--- config.mk ---
export PLATFORM = sky130hd
export DESIGN_NAME = odata_rr_arbiter
export DESIGN_NICKNAME = d
export VERILOG_FILES = /design/src/rtl/odata_rr_arbiter.sv
export SDC_FILE = /design/constraint.sdc
export NUM_CORES = 1
export LEC_CHECK = 0
export BUFFER_PORTS_ARGS = -buffer_cell sky130_fd_sc_hd__buf_2
export CAP_MARGIN = 20
export CORE_MARGIN = 1
export CORE_UTILIZATION = 34
export CTS_CLUSTER_DIAMETER = 30
export DETAILED_ROUTE_END_ITERATION = 8
export MAX_ROUTING_LAYER = met4
export PLACE_DENSITY = 0.75
export RECOVER_POWER = 100
export SLEW_MARGIN = 20
export SYNTH_ARGS = -nofsm -noshare
export SYNTH_HDL_FRONTEND = slang
export SYNTH_SLANG_ARGS = --single-unit
--- constraint.sdc ---
create_clock -name sys_clock -period 2.4 [get_ports sys_clock]
set_input_delay 0.24 -clock sys_clock [delete_from_list [all_inputs] [get_ports sys_clock]]
set_output_delay 0.24 -clock sys_clock [all_outputs]
set_load 0.01 [all_outputs]
--- src/rtl/odata_rr_arbiter.sv ---
// odata_rr_arbiter: packet-granular round-robin share of the odata stream among NUM requesters.
// Latency: one arbitration cycle (bubble) per packet, then combinational passthrough of the grant.
// Backpressure: m_ready reaches only the granted requester; optional stall release via ODATA_ARB_TIMEOUT_EN.
module odata_rr_arbiter #(
    parameter int NUM     = 4,
    parameter int DSIZE   = 8,
    parameter int TIMEOUT = 255
) (
    input  logic                   sys_clock,
    input  logic                   rst_n,
    input  logic [NUM-1:0]         s_valid,
    input  logic [NUM*DSIZE-1:0]   s_data,
    input  logic [NUM-1:0]         s_last,
    output logic [NUM-1:0]         s_ready,
    output logic                   m_valid,
    output logic [DSIZE-1:0]       m_data,
    output logic                   m_last,
    input  logic                   m_ready,
    output logic [$clog2(NUM)-1:0] grant_id,
    output logic                   busy,
    output logic                   timeout_err
);
    localparam int GW = $clog2(NUM);

    typedef enum logic {
        IDLE,
        LOCK
    } state_t;

    state_t           state;
    state_t           state_nxt;
    logic [GW-1:0]    grant_nxt;
    logic [GW-1:0]    sel;
    logic             sel_vld;
    logic             g_valid;
    logic             g_last;
    logic [DSIZE-1:0] g_data;
    logic             xfer;
    logic             force_rel;
    logic [DSIZE-1:0] s_data_a [NUM];

    for (genvar i = 0; i < NUM; i++) begin : g_unpack
        assign s_data_a[i] = s_data[i*DSIZE +: DSIZE];
    end

    assign g_valid = s_valid[grant_id];
    assign g_last  = s_last[grant_id];
    assign g_data  = s_data_a[grant_id];
    assign xfer    = m_valid & m_ready;
    assign busy    = (state == LOCK);

    // First valid requester after the last grant, wrapping around.
    always_comb begin
        int idx;
        idx     = 0;
        sel     = grant_id;
        sel_vld = 1'b0;
        for (int k = 1; k <= NUM; k++) begin
            idx = int'(grant_id) + k;
            if (idx >= NUM) begin
                idx = idx - NUM;
            end
            if (!sel_vld && s_valid[GW'(idx)]) begin
                sel     = GW'(idx);
                sel_vld = 1'b1;
            end
        end
    end

    always_comb begin
        state_nxt = state;
        grant_nxt = grant_id;
        s_ready   = '0;
        m_valid   = 1'b0;
        m_data    = '0;
        m_last    = 1'b0;
        case (state)
            IDLE: begin
                if (sel_vld) begin
                    grant_nxt = sel;
                    state_nxt = LOCK;
                end
            end
            LOCK: begin
                m_valid           = g_valid;
                m_data            = g_valid ? g_data : '0;
                m_last            = g_valid & g_last;
                s_ready[grant_id] = m_ready;
                if ((xfer && m_last) || force_rel) begin
                    state_nxt = IDLE;
                end
            end
            default: state_nxt = IDLE;
        endcase
    end

    // grant_id persists across IDLE so it doubles as the round-robin pointer.
    always_ff @(posedge sys_clock or negedge rst_n) begin
        if (!rst_n) begin
            state    <= IDLE;
            grant_id <= GW'(NUM - 1);
        end else begin
            state    <= state_nxt;
            grant_id <= grant_nxt;
        end
    end

`ifdef ODATA_ARB_TIMEOUT_EN
    localparam int CW = $clog2(TIMEOUT + 1);

    logic [CW-1:0] stall_cnt;
    logic          stall_hit;

    // The stall that brings the count to TIMEOUT releases the grant on the same edge.
    assign stall_hit = (state == LOCK) && !g_valid && (stall_cnt == CW'(TIMEOUT - 1));
    assign force_rel = stall_hit;

    always_ff @(posedge sys_clock or negedge rst_n) begin
        if (!rst_n) begin
            stall_cnt   <= '0;
            timeout_err <= 1'b0;
        end else begin
            timeout_err <= stall_hit;
            if ((state != LOCK) || xfer) begin
                stall_cnt <= '0;
            end else if (!g_valid) begin
                stall_cnt <= stall_cnt + 1'b1;
            end
        end
    end
`else
    assign force_rel   = 1'b0;
    assign timeout_err = 1'b0;
`endif

endmodule

==> metrics.cfg <==
[floorplan]
coreArea_mm2=0.00196
row_count=16
initial_core_util=0.362
die_h_um=47.7
dieArea_mm2=0.00228
ioPinCount=61
die-width_um=47.7

[placed_design]
dp_slack_ns=0.371
port_buffers=59
placed_cells=143
dpl_cell_area_mm2=0.00102
gp_congestion=0.842

[logic_synthesis]
yosysTopAreaCell=mux4_2
syn_inst=63
synth_nets=110
synth_seq_cells=3
synth_area_leaders=mux4_2 (32%), and3_1 (11%), mux4_1 (11%)
syn_avg_cell_area_um2=11.3
yosys.area.top_type_share=0.317
ys_seq_area_frac=0.109
ys_types=28
ys_warn_count=0
synthesis.area_um2=711

[setup_path]
endpoint_kind=output pin
cp_max_fo=20
startpoint_type=flip-flop
crit_family=multiplexers
worstPathRequired_ns=2.16
crit_arrival_ns=1.91
cp_num_buf_inv=2
crit_start=grant_id[0]
cp_cell_sequence=buf_12 > mux4_1 > and3_1 > clkbuf_1
crit_slowest_cell=mux4_1
cp_slowest_stage_delay_ns=0.59
timing.reg2reg.setup_slack_ns=0.32
setup.worst_path.class=flip-flop to output pin
r2r_start=grant_id[1]

[pwr]
ir_drop_mv=0.485
p_seq_frac=0.115
p_clk_frac=0.076
combPwrFrac=0.808
power_density_mw_per_mm2=1130
p_int_mw=0.638
sw_frac_of_total=0.459
p_leak_nw=0.525
switchingPower_mw=0.541

[timing]
rsz0062_at_grt=no
worst_slack_ns=0.250
maxSlewViolCount=0
final.setup.tns_ns=0
skew_ns=0.00608
holdWs_ns=0.236
hold_violations=0
fin_crit_sh=0.896
setup_violations=0
period_needed_ns=2.15
fmax_ghz=0.465

[finish]
drive_gt1_frac=0.537
fin_nets=169
finalNonFillerCells=148
syn_to_final_growth_pct=46.3
fin_area_mm2=0.00104
diodes=0
fillerInstances=214

[global_routing]
grt_start_max_net_pins=21
antenna_found_initial=0
grt.overflow.total=0
grt_pass1_vias=796
grt_pass1_wl_mm=3.42
grt_usage=0.225

[clocking]
clock_tree.root_cell=clkbuf_4
ctsLongestPathBuffers=2
htreeDepth=1
cts_resized=0
cts_setup_buffers=0
cts_buffers=3
cts_tree=yes
cts_hold_buffers=1
clkSlewWorstSetupHoldPaths_ns=0.04
clock_latency_ns=0.23
cts_sinks=3

[route]
drt-total-wl_mm=2.08
drtAntennaViolNets=0
vias=754
drc=0
drt_iter0_markers=12
post_drt_wl_per_cell_um=14.0
via_per_inst=5.09
first_pass_iters=4

[flow_run]
max_cap_viol_count=0

[worst_hold_path]
hold_class=input port to flip-flop
hold_start=m_ready

[status]
outcome=complete, no violations

-- cell type report --
type | instances | area (um2) | share of cell area
clock buffer | 4 | 26.3 | 0.0253
inverter | 3 | 11.3 | 0.0108
multi-input combinational | 49 | 576 | 0.554
sequential | 3 | 77.6 | 0.0746
tap | 27 | 33.8 | 0.0325
timing repair buffer | 62 | 315 | 0.303
-- cells in the mapped netlist, drive strengths merged --
master  number
and3        13
mux2         1
a31oi        2
o21a         1
ha           4
clkbuf       4
a21oi        1
nor2         2
o21bai       2
nor2b        1
mux4        13
nor3         1
o21ai        1
xnor2        1
mux2i        2
inv          3
dfstp        2
buf          4
conb         1
nor3b        1
nand2        1
a211oi       1
dfrtp        1
-- cells by family after synthesis --
group | count (synthesis) | synth area share
other | 1 | 0.00528
AO/OA/AOI/OAI | 8 | 0.0792
adder cells (fa/ha/maj) | 4 | 0.0704
XOR/XNOR | 1 | 0.0123
flip-flops | 3 | 0.109
multiplexers | 16 | 0.472
buffers and inverters | 11 | 0.0810
AND/OR/NAND/NOR | 19 | 0.171
-- placed cells by master, fill, tap and decap left out --
master | Yosys | final
dfstp_2 | 2 | 1
and3_1 | 13 | 13
nor2_1 | 2 | 2
nor3_2 | 1 | 1
dfrtp_1 | 1 | 1
a21oi_1 | 1 | 1
clkbuf_1 | 4 | 15
mux2i_1 | 2 | 2
xnor2_1 | 1 | 1
o21bai_2 | 1 | 1
clkbuf_4 | 0 | 3
mux4_1 | 3 | 3
buf_4 | 2 | 1
a31oi_1 | 2 | 2
ha_1 | 4 | 4
dlygate4sd3_1 | 0 | 1
o21ai_0 | 1 | 1
dfstp_1 | 0 | 1
nor2b_1 | 1 | 1
buf_2 | 1 | 45
inv_2 | 2 | 1
inv_1 | 1 | 2
conb_1 | 1 | 1
mux4_2 | 10 | 10
nand2_1 | 1 | 1
buf_12 | 0 | 1
o21bai_1 | 1 | 1
mux2_1 | 1 | 1
o21a_1 | 1 | 1
nor3b_2 | 1 | 1
a211oi_1 | 1 | 1
-- sequential cells by signal (all words and copies together), names as in the netlist --
name      flops
grant_id      2
busy          1
-- final timing paths --
| kind | to | depth (start not counted) |
|---|---|---|
| worst min-delay path | busy | 2 |
| worst max-delay path | m_last | 4 |
| worst min register to register | grant_id[1] | 3 |
| worst max register to register | busy | 6 |
| max in group asynchronous | grant_id[0] | 2 |
| min in group asynchronous | busy | 2 |
-- power by group through the flow --
stage          clock network [mW]  logic, mW  registers (mW)
6_report                   0.0901      0.953           0.136
5_1_grt                     0.104       1.05           0.145
4_1_cts                    0.0942      0.995           0.142
3_5_place_dp                    0      0.988           0.141
3_3_place_gp                    0      0.955           0.137
2_1_floorplan                   0      0.731           0.120
-- per-stage QoR --
step,utilization,power [mW]
floorplan,-,0.851
global placement,0.520,1.09
detailed placement,0.520,1.13
CTS,0.539,1.23
global route,0.530,1.30
finish,0.530,1.18
-- worst register-to-register path: stages (launching register included) --
cell and delay [ns]:
dfstp_2 0.59, inv_1 0.09, ha_1 0.37, mux4_2 0.37
nor3_2 0.28, nor3b_2 0.21, a31oi_1 0.06
-- routing by layer --
metal  up-vias  share of wire  track usage
met2        29           0.55        0.400
met5         -              0            -
li1        363              -            -
met4         0              0       0.0722
met3         0          0.055       0.0755
met1       362           0.39        0.231
No activity file was read; power rests on OpenSTA's default activity.
